File: src/rtl/cam_storm_fx.sv
// Lightning-storm camera effect: frame-level strike FSM plus
// a two-stage pixel pipeline that draws bolts and flash glow.
module cam_storm_fx #(
  parameter int CW           = 4,
  parameter int NUM_BOLTS    = 2,
  parameter int FLASH_FRAMES = 2,
  parameter int BOOST_MAX    = 3,
  parameter int Y_LIMIT      = 220
) (
  input  logic          clk,
  input  logic          reset,
  input  logic          v_sync,
  input  logic          de,
  input  logic [9:0]    x,
  input  logic [9:0]    y,
  input  logic          trigger,
  input  logic          auto_en,
  input  logic [CW-1:0] cam_r,
  input  logic [CW-1:0] cam_g,
  input  logic [CW-1:0] cam_b,
  output logic [CW-1:0] out_r,
  output logic [CW-1:0] out_g,
  output logic [CW-1:0] out_b,
  output logic          out_valid,
  output logic          busy
);

  typedef enum logic [1:0] {IDLE, FLASH, DECAY} state_t;

  localparam logic [CW-1:0] ONES = '1;
  localparam logic [CW-1:0] BOLT_B = ONES - (ONES >> 2);

  state_t              state, state_n;
  logic [CW-1:0]       boost, boost_n;
  logic [7:0]          flash_cnt, flash_cnt_n;
  logic [5:0]          frame_cnt;
  logic                pending;
  logic                v_sync_d;
  logic [15:0]         lfsr, lfsr_nx;
  logic signed [10:0]  base [NUM_BOLTS];
  logic                tick, req, auto_req, strike;

  logic [9:0]          s1_x, s1_y;
  logic [CW-1:0]       s1_r, s1_g, s1_b;
  logic                s1_de;

  // Byte k of the LFSR rotated right by s bits.
  function automatic logic [7:0] rot_byte(input logic [15:0] v,
                                          input int s);
    logic [31:0] d;
    d = {v, v};
    return d[s +: 8];
  endfunction

  assign tick     = v_sync & ~v_sync_d;
  assign req      = pending | trigger;
  assign auto_req = auto_en & (frame_cnt == 6'd63);
  assign lfsr_nx  = {lfsr[14:0],
                     lfsr[15] ^ lfsr[13] ^ lfsr[12] ^ lfsr[10]};
  assign busy     = (state != IDLE);

  // Next-state logic for the strike FSM; only acts on a frame tick.
  always_comb begin
    state_n     = state;
    boost_n     = boost;
    flash_cnt_n = flash_cnt;
    strike      = 1'b0;
    if (tick) begin
      case (state)
        IDLE: strike = req | auto_req;
        FLASH: begin
          if (req)                  strike = 1'b1;
          else if (flash_cnt == '0) state_n = DECAY;
          else                      flash_cnt_n = flash_cnt - 8'd1;
        end
        DECAY: begin
          if (req) begin
            strike = 1'b1;
          end else if (boost <= CW'(1)) begin
            boost_n = '0;
            state_n = IDLE;
          end else begin
            boost_n = boost - CW'(1);
          end
        end
        default: state_n = IDLE;
      endcase
      if (strike) begin
        state_n     = FLASH;
        boost_n     = CW'(BOOST_MAX);
        flash_cnt_n = 8'(FLASH_FRAMES - 1);
      end
    end
  end

  // Frame-level state registers, strike LFSR and bolt positions.
  always_ff @(posedge clk) begin
    if (reset) begin
      state     <= IDLE;
      boost     <= '0;
      flash_cnt <= '0;
      frame_cnt <= '0;
      pending   <= 1'b0;
      v_sync_d  <= 1'b0;
      lfsr      <= 16'hACE1;
      for (int k = 0; k < NUM_BOLTS; k++) base[k] <= 11'sd64;
    end else begin
      v_sync_d  <= v_sync;
      state     <= state_n;
      boost     <= boost_n;
      flash_cnt <= flash_cnt_n;
      if (tick) begin
        frame_cnt <= frame_cnt + 6'd1;
        pending   <= 1'b0;
      end else if (trigger) begin
        pending <= 1'b1;
      end
      if (strike) begin
        lfsr <= lfsr_nx;
        for (int k = 0; k < NUM_BOLTS; k++)
          base[k] <= 11'sd64 +
                     $signed({2'b00, rot_byte(lfsr_nx, 4 * k), 1'b0});
      end
    end
  end

  // Pixel stage 1: register the incoming pixel.
  always_ff @(posedge clk) begin
    if (reset) begin
      s1_x  <= '0;
      s1_y  <= '0;
      s1_r  <= '0;
      s1_g  <= '0;
      s1_b  <= '0;
      s1_de <= 1'b0;
    end else begin
      s1_x  <= x;
      s1_y  <= y;
      s1_r  <= cam_r;
      s1_g  <= cam_g;
      s1_b  <= cam_b;
      s1_de <= de;
    end
  end

  logic signed [10:0] zz;
  logic               hit;
  logic [CW-1:0]      nr, ng, nb;
  logic [CW:0]        sr, sg, sb;

  // Zigzag offset of the bolt for the current 8-row band.
  always_comb begin
    case (s1_y[5:3])
      3'd0:    zz = 11'sd0;
      3'd1:    zz = 11'sd8;
      3'd2:    zz = -11'sd5;
      3'd3:    zz = 11'sd12;
      3'd4:    zz = -11'sd3;
      3'd5:    zz = 11'sd15;
      3'd6:    zz = -11'sd8;
      default: zz = 11'sd5;
    endcase
  end

  // Bolt hit test against every bolt centre for this row.
  always_comb begin
    logic signed [10:0] off, ctr, dx, adx, wd;
    hit = 1'b0;
    off = '0;
    ctr = '0;
    dx  = '0;
    adx = '0;
    wd  = (s1_y < 10'd100) ? 11'sd2 : 11'sd1;
    for (int k = 0; k < NUM_BOLTS; k++) begin
      off = k[0] ? -zz : zz;
      ctr = base[k] + off;
      dx  = $signed({1'b0, s1_x}) - ctr;
      adx = (dx < 0) ? -dx : dx;
      if (adx <= wd) hit = 1'b1;
    end
    hit = hit & (state == FLASH) & (s1_y < 10'(Y_LIMIT));
  end

  // Output colour selection: bolt, boosted glow, or dim idle.
  always_comb begin
    sr = {1'b0, s1_r} + {1'b0, boost};
    sg = {1'b0, s1_g} + {1'b0, boost};
    sb = {1'b0, s1_b} + {1'b0, boost};
    nr = s1_r >> 1;
    ng = s1_g >> 1;
    nb = (s1_b >> 1) + (s1_b >> 2);
    if (hit) begin
      nr = ONES;
      ng = ONES;
      nb = BOLT_B;
    end else if (state != IDLE) begin
      nr = sr[CW] ? ONES : sr[CW-1:0];
      ng = sg[CW] ? ONES : sg[CW-1:0];
      nb = sb[CW] ? ONES : sb[CW-1:0];
    end
  end

  // Pixel stage 2: register the processed pixel.
  always_ff @(posedge clk) begin
    if (reset) begin
      out_r     <= '0;
      out_g     <= '0;
      out_b     <= '0;
      out_valid <= 1'b0;
    end else begin
      out_r     <= nr;
      out_g     <= ng;
      out_b     <= nb;
      out_valid <= s1_de;
    end
  end

endmodule

File: config.mk
export PLATFORM = sky130hd
export DESIGN_NAME = cam_storm_fx
export DESIGN_NICKNAME = d
export VERILOG_FILES = /design/src/rtl/cam_storm_fx.sv
export SDC_FILE = /design/constraint.sdc
export NUM_CORES = 1
export LEC_CHECK = 0
export BUFFER_PORTS_ARGS = -buffer_cell sky130_fd_sc_hd__buf_2
export CORE_AREA = 2 2 130 132
export DETAILED_ROUTE_END_ITERATION = 6
export DIE_AREA = 0 0 132 134
export PLACE_DENSITY = 0.6
export SKIP_LAST_GASP = 1
export SYNTH_ARGS = -nofsm -noshare
export SYNTH_HDL_FRONTEND = slang
export SYNTH_SLANG_ARGS = --single-unit
File: constraint.sdc
create_clock -name clk -period 6.8 [get_ports clk]
set_clock_uncertainty 0.2 [all_clocks]
set_input_delay 0.34 -clock clk [delete_from_list [all_inputs] [get_ports clk]]
set_output_delay 0.34 -clock clk [all_outputs]
set_load 0.01 [all_outputs]
* Yosys cells after proc, flatten, opt, wreduce, memory -nomap -nowiden
Memories as Yosys holds them, arrays and structs flattened.
Cells that the tools add are included.
** Word-level totals
- Bits in writable memories :: 20
- Output and inout port bits :: 14
- Logic and storage cells :: 122
- Memories kept :: 1
- Bits in latches :: 0
- Bits in read-only memories :: 0
- Flip-flop bits (word level) :: 84
** Operators by class
- Equal/unequal tests :: 16
- Reductions and logical operators :: 12
- Magnitude comparators :: 7
- Muxes and demuxes :: 40
- Shifts and indexed selects :: 0
- Bitwise gates (word level) :: 12
- Add/subtract/negate cells :: 16
- Divide/modulo/power cells :: 0
- $mul :: 0
** Memories
- base :: words 2, bits a word 10, rd ports 2, clocked after Yosys merged registers in 0, write ports 2, line 40 : logic signed [10:0] base [NUM_BOLTS];
** Operators by type and width (number)
- $pmux 11 s7 :: 1
- $mux 4 :: 13
- $neg 11->11 :: 3
- $mux 8 :: 4
- $add 11x11->11 :: 2
- $le 11x3->1 :: 2
- $lt 11x1->1 const B :: 2
- $mux 11 :: 2
- $sub 11x11->11 :: 2
- $add 7x9->10 const A :: 2
- $mux 10 :: 2
- $add 4x4->5 :: 3
- $mux 2 :: 6
- $lt 10x7->1 const B :: 1
- $lt 10x8->1 const B :: 1
- $mux 1 :: 10
- $eq 3x3->1 const B :: 3
- $logic_not 8->1 :: 1
- $sub 8x1->8 const B :: 1
- $add 6x1->6 const B :: 1
- $eq 3x2->1 const B :: 2
- $eq 6x6->1 const B :: 1
- $ne 3x2->1 const B :: 2
- $ne 3x3->1 const B :: 2
- other kinds (21) :: 34

* Depth between registers and ports, before layout
Gate-level depths: netlist of the first run.
- Depth in word-level cells :: 12
- Depth in mapped cells :: 26
- Depth with buffers taken out :: 23

* Worst setup path after synthesis of the first run
Ideal clock, no wire load.
- Path type :: reg2reg
- From :: reg s1_y[4]
- To :: reg out_b[2]
- Period minus slack after synthesis :: 4.770 ns
- Arrival time :: 4.500 ns
- Slack :: 2.030 ns
- Stages on the path, launching flop included :: 23
- Path through :: dfxtp_1 > buf_6 > o21bai_4 > inv_1 > fa_1 > inv_1 > ha_1 > o21ai_0 > a21o_1 > o21a_1 > a21o_1 > nor2_1 > clkbuf_1 > o21ai_0 > ha_1 > nor2b_1 > o21ai_0 > o311a_1 > a41oi_1 > a2111oi_4 > o221ai_2 > buf_6 > a21oi_2
** Between the ends
- Word-level cells in the longest chain between the ends :: 12
- Elaborated cells between the ends (all ways) :: 29
- Classes of those cells :: add/sub (7); order compare (6); eq/ne (6); mux (7); bitwise (2); reduce/logical (1)
** Ends and longest elaborated chain
- start: declaration :: line 43 : logic [9:0] s1_x, s1_y;
- start signal: assignment :: line 138 : s1_y <= y;
- $eq 3x3->1, or another cell as far along :: line 153 : case (s1_y[5:3])
- $pmux 11 s7 :: line 153
- $neg 11->11 or $add 11x11->11 (tied branches) :: line 175, 176
- $add 11x11->11 or $sub 11x11->11 (tied branches) :: line 176, 177
- $sub 11x11->11, or another cell as far along :: line 177 : dx = $signed({1'b0, s1_x}) - ctr;
- $neg 11->11, or another cell as far along :: line 178 : adx = (dx < 0) ? -dx : dx;
- $mux 11 or $le 11x3->1 (tied branches) :: line 178, 179
- $le 11x3->1 or $mux 1 (tied branches) :: line 179 : if (adx <= wd) hit = 1'b1;
- $mux 1 :: line 179
- $and 1x1->1 :: line 181 : hit = hit & (state == FLASH) & (s1_y < 10'(Y_LIMIT));
- $and 1x1->1 (*) :: line 181
- $mux 4 (*) :: line 192 : if (hit) begin
- end signal: assignment :: line 213 : out_b <= nb;
- end: declaration :: line 23 : output logic [CW-1:0] out_b,
Mark *: on every way between the ends. The rest lies on a longest branch, timed or not.
A chain may end at the register's enable or synchronous reset.

* Worst setup path after layout of the first run
- From :: reg s1_y[4]
- To :: reg out_b[0]
** Between the ends
- Word-level cells in the longest chain between the ends :: 12
- Elaborated cells between the ends (all ways) :: 29
- Classes of those cells :: add/sub (7); order compare (6); eq/ne (6); mux (6); bitwise (2); reduce/logical (2)
** Ends and longest elaborated chain (line)
- $eq 3x3->1, or another cell as far along :: 153
- $pmux 11 s7 :: 153
- $neg 11->11 or $add 11x11->11 (tied branches) :: 175, 176
- $add 11x11->11 or $sub 11x11->11 (tied branches) :: 176, 177
- $sub 11x11->11, or another cell as far along :: 177
- $neg 11->11, or another cell as far along :: 178
- $mux 11 or $le 11x3->1 (tied branches) :: 178, 179
- $le 11x3->1 or $mux 1 (tied branches) :: 179
- $mux 1 :: 179
- $and 1x1->1 :: 181
- $and 1x1->1 (*) :: 181
- $reduce_or 2->1 (no line) (*)
Marked as above.

==> flow_summary.json, run 1 <==
{
  "outcome": "complete, no violations",
  "finalPower_uw": 1950,
  "synth.ff_latch_count": 99,
  "fin_cells": 965,
  "synth-main-ff-cell": "dfxtp_1",
  "dr_total_vias": 4982,
  "core_sq_mm": 0.0163,
  "synth_area_leaders": "dfxtp_1 26%, ha_1 11%, edfxtp_1 8.0%",
  "cts_made_buffers": 9,
  "via_per_inst": 5.16,
  "rsz0062_at_grt": "no",
  "required_ps": 6800,
  "die_area_sq_mm": 0.0177,
  "drtPass1Iterations": 5,
  "die-height_microns": 134,
  "maxCapViolations": 0,
  "diodes": 0,
  "timing.rr.start": "s1_y[4]",
  "fmax_mhz": 166,
  "grt.overflow.total": 0,
  "worstSetupPathType": "flip-flop to flip-flop",
  "die_w_microns": 132,
  "setup_viol": 0,
  "grt_util_all_layers_pct": 15.6,
  "hp-class": "input port to flip-flop",
  "avgSynthCellArea_sq_um": 9.25,
  "dpl.hpwl_microns": 10100,
  "ioPinCount": 52,
  "cts_resized": 0,
  "clock_latency_ps": 340,
  "grt_pass1_wl_microns": 22900,
  "startpoint": "s1_y[4]",
  "dpl.cell_count": 938,
  "arrival_ps": 6020,
  "synth_edf_count": 17,
  "netlist_area_sq_mm": 0.00641,
  "fin_crit_ps": 6020,
  "cp-end-kind": "flip-flop",
  "drt_iter0_markers": 244,
  "clock_path_buffers": 2,
  "grt_pass1_vias": 5009,
  "ant_nets": 0,
  "p_per_area_mw_per_mm2": 270,
  "initial_utilization_pct": 39.3,
  "fin_area_sq_mm": 0.00722,
  "ctsRootBufferMaster": "clkbuf_16",
  "pre_cts_ws_ps": 843,
  "syn_inst": 693,
  "port_buffers": 49,
  "ys_seq_area_share_pct": 33.6,
  "timing.final.ws_setup_ps": 778,
  "htreeDepth": 3,
  "period_share_pct": 88.6,
  "wirelength_microns": 13200,
  "leakage_uw": 0.00318,
  "yosysUniqueCellTypes": 75,
  "multi_input_area_sq_mm": 0.00392,
  "hold_viol_final": 0,
  "synth_top_area_share_pct": 25.6,
  "worstHoldStart": "x[7]",
  "irDropWorstVdd_uv": 133,
  "fin_nets": 854,
  "drv_slew": 0,
  "cts_tree": "yes",
  "synth-async-reset-ratio_pct": 0,
  "ys.warnings.count": 0,
  "tightest_slew_ps": 1020,
  "maxSlewHeadroom_pct": 31.9,
  "finalSetupTns_ps": 0,
  "layout-drive-gt1-share_pct": 13.0,
  "wl_per_cell_microns": 13.7,
  "yosysTopAreaCell": "dfxtp_1",
  "n_fill_cell": 1601,
  "seq_area_sq_mm": 0.00215,
  "syn2layout_area_growth_pct": 12.6,
  "grt_max_degree": 65,
  "path_max_fanout": 12,
  "rows": 47,
  "numClockSinks": 99,
  "cts.clk_slew.worst_paths_ps": 70,
  "layout_common_cells": "82 x dfxtp_1, 60 x inv_1, 54 x ha_1",
  "critPathLaunchType": "flip-flop",
  "drc_errors": 0,
  "postPlaceCellArea_sq_mm": 0.00682,
  "antenna_found_initial": 0,
  "syn-num-nets": 807,
  "gp_congestion": 0.886,
  "layout_commonest_cell": "dfxtp_1"
}
power by group:
group,internal [uW],switching (uW),total [uW]
Sequential,637,30.3,667
Combinational,326,459,784
Clock,256,238,494
cell families (layout without fill, tap and decap cells):
family                   after synthesis  count (layout)  share of synthesized area [%]
flip-flops                            99              99                           33.6
AO/OA/AOI/OAI                        170             170                           19.3
AND/OR/NAND/NOR                      216             216                           17.6
adder cells (fa/ha/maj)               77              77                           17.6
buffers and inverters                 85             137                           5.33
XOR/XNOR                              41              41                           5.84
multiplexers                           5               5                          0.800
synthesized netlist by cell type, drive strengths merged, types with 8 or more instances:
cell / number
xor2: 18
o22ai: 11
nand3: 9
nor2: 48
nand4: 8
o21ai: 27
nand2: 46
xnor2: 23
a21o: 21
edfxtp: 17
fa: 22
ha: 54
nor3: 11
dfxtp: 82
and2: 13
inv: 60
nor2b: 42
clkbuf: 18
a21oi: 45
worst max-delay path, stage by stage (launching register included):
cell	delay, ps
dfxtp_1	490
inv_1	110
o21ai_0	470
fa_1	510
ha_1	390
o21ai_0	330
a21o_1	170
o21a_1	170
o211ai_1	180
nor2_1	590
o21ai_0	170
ha_1	310
nor2b_1	140
o21ai_0	280
o311a_1	220
a41oi_1	60
a2111oi_4	390
o221ai_2	400
nor3b_1	280
metal layers:
layer	routed length [microns]	track usage (%)	share of wire, %
met5	0	0	0
met3	393	2.95	3.0
met1	5780	18.4	44
met2	6800	28.5	52
met4	222	5.43	1.7
state kept, by name, summed over array words and instances, names as in the netlist, 2 cells and up:
register,count
base,17
boost,4
flash_cnt,8
frame_cnt,6
lfsr,16
out_b,4
out_g,4
out_r,4
s1_b,4
s1_g,4
s1_r,4
s1_x,10
s1_y,8
state,2
through the flow:
step,hold WS (ps),util (%)
after floorplan,214,-
after global placement,224,41.9
after detailed placement,231,41.9
after CTS,0.611,44.2
after global routing,6.55,44.3
final,10.5,44.3
what timing repair did:
action | in CTS | in global routing
hold buffers | 10 | 1
endpoints found under the hold margin | 10 | 1
endpoints found under the setup margin | 0 | 0
buffers inserted | 0 | 0
cell type report:
type	count	share of cell area, %
clock buffers	10	3.17
clock inverters	6	0.798
inverters	60	3.12
multi-input cells	509	54.2
flip-flops and latches	99	29.8
well taps	220	3.81
repair buffers	61	5.03
final timing paths:
path / endpoint / slack [ps] / depth (start not counted)
max: out_b[0] / 780 / 18
min: s1_x[7] / 10 / 2
max reg2reg: out_b[0] / 780 / 18
min reg2reg: out_valid / 240 / 1
(Power assumes the default switching activity.)
==> run 2: changes to the inputs <==
Settings changed: CORE_AREA 2 2 130 132 to 2 2 111 113, DIE_AREA 0 0 132 134 to 0 0 113 115, PLACE_DENSITY 0.6 to 0.78.
Clock period 6.8 ns to 7.75 ns, I/O delays scaled along.
==> run 2 against run 1 <==
  * Setup slack gained 1000 ps
  * Critical path depth is the same
  * Hold slack gained 36 ps
  * Via count shrank 0.24%
  * Routed wire length shrank 2.4%
  * Clock power shrank 14%
  * Sequential cell count is the same
  * Final area shrank 2.8%
  * Maximum frequency grew 1.3%
  * Largest power group unchanged
  * Total power shrank 13%
  * Highest routed layer unchanged
  * Critical path type unchanged
  * First-iteration DRC count grew 12%
  * Die area shrank 27%
==> flow_summary.json, run 2 (synthesis results as in run 1) <==
{
  "period_share_pct": 76.7,
  "reg_top3": "base: 17 flops, lfsr: 16 flops, s1_x: 10 flops",
  "drv_slew": 0,
  "grt_max_degree": 65,
  "die_area_sq_mm": 0.0130,
  "leakage_uw": 0.00314,
  "largest-register": "base",
  "wl_per_cell_microns": 14.6,
  "required_ps": 7750,
  "die-height_microns": 115,
  "drtPass1Iterations": 5,
  "postCtsSetupBuffers": 0,
  "maxSlewHeadroom_pct": 31.3,
  "ioPinCount": 52,
  "largest_register_ffs": 17,
  "cts.clk_slew.worst_paths_ps": 70,
  "cp-end-kind": "flip-flop",
  "critPathLaunchType": "flip-flop",
  "core_sq_mm": 0.0118,
  "maxCapViolations": 0,
  "drc_errors": 0,
  "ctsHoldBuffers": 0,
  "drt_iter0_markers": 273,
  "rsz0062_at_grt": "no",
  "grt_pass1_vias": 5013,
  "p_per_area_mw_per_mm2": 241,
  "irDropWorstVdd_uv": 99.4,
  "cts_resized": 0,
  "path_max_fanout": 12,
  "initial_utilization_pct": 54.3,
  "clock_path_buffers": 2,
  "wirelength_microns": 12900,
  "tightest_slew_ps": 1030,
  "grt_util_all_layers_pct": 21.0,
  "diodes": 0,
  "fin_crit_ps": 5950,
  "ctsRootBufferMaster": "clkbuf_16",
  "port_buffers": 49,
  "finalSetupTns_ps": 0,
  "die_w_microns": 113,
  "dr_total_vias": 4970,
  "timing.final.ws_setup_ps": 1800,
  "dpl.hpwl_microns": 10000,
  "via_per_inst": 5.64,
  "grt.overflow.total": 0,
  "syn2layout_area_growth_pct": 9.47,
  "hold_viol_final": 0,
  "antenna_found_initial": 0,
  "worstSetupPathType": "flip-flop to flip-flop",
  "arrival_ps": 5950,
  "numClockSinks": 99,
  "gp_congestion": 0.881,
  "rows": 40,
  "cts_tree": "yes",
  "fmax_mhz": 168,
  "layout_commonest_cell": "dfxtp_1",
  "htreeDepth": 3,
  "layout_common_cells": "82 x dfxtp_1, 60 x inv_1, 54 x ha_1",
  "layout-drive-gt1-share_pct": 13.4,
  "setup_viol": 0,
  "outcome": "complete, no violations",
  "fin_nets": 843,
  "grt_pass1_wl_microns": 22600,
  "pre_cts_ws_ps": 1820,
  "clock_latency_ps": 340,
  "hp-class": "input port to flip-flop",
  "ant_nets": 0,
  "cts_made_buffers": 9
}
[run 2: cell count changes in the layout (fill, tap and decap cells not counted), sizes merged]
cell	delta
clkbuf	-1
clkinv	+1
dlygate4sd3	-11
[run 2: final timing paths]
| path | start | to | slack (ps) | cells after the start |
|---|---|---|---|---|
| worst max-delay path | s1_y[4] | out_b[1] | 1800 | 18 |
| worst min-delay path | cam_r[3] | s1_r[3] | 50 | 2 |
| worst max register to register | s1_y[4] | out_b[1] | 1800 | 18 |
| worst min register to register | lfsr[1] | lfsr[1] | 250 | 1 |
[run 2: layer usage]
metal	track usage, %	vias to the layer above	share of wire (%)
met2	39.1	71	53
met3	3.32	25	2.7
met5	0	-	0
met4	6.42	0	1.7
met1	25.0	2387	43
li1	-	2487	-
[run 2: critical path, cell delays in order, from the launching register on]
cell	delay [ps]
dfxtp_1	500
inv_1	120
o21ai_0	450
fa_1	510
ha_1	390
o21ai_0	310
a21o_1	180
o21a_1	160
o211ai_1	160
nor2_1	540
o21ai_0	170
ha_1	310
nor2b_1	130
o21ai_0	280
o311a_1	230
a41oi_1	70
a2111oi_4	440
o221ai_2	380
nor3b_1	270
[run 2: report_power, final]
group	switching [uW]	leakage (uW)	internal, uW
combinational	401	0.00215	282
clock	200	0.000140	224
sequential	27.3	0.000849	559
[run 2: layout make-up]
type	instances	area (sq um)
Fill cell	1001	4800
Inverter	60	225
Sequential cell	99	2150
Multi-Input combinational cell	509	3920
Tap cell	147	184
Clock inverter	7	61.3
Timing Repair Buffer	50	253
Clock buffer	9	225
[run 2: stage by stage]
step	cells	power, uW	area, sq um	utilization (%)	hold WS, ps
final	881	1690	7020	59.4	46.7
after floorplan	693	1130	6410	-	214
after global placement	865	1230	6730	57.0	219
after detailed placement	865	1270	6730	57.0	239
after CTS	881	1690	7020	59.4	43.1
after global routing	881	1810	7020	59.4	50.3
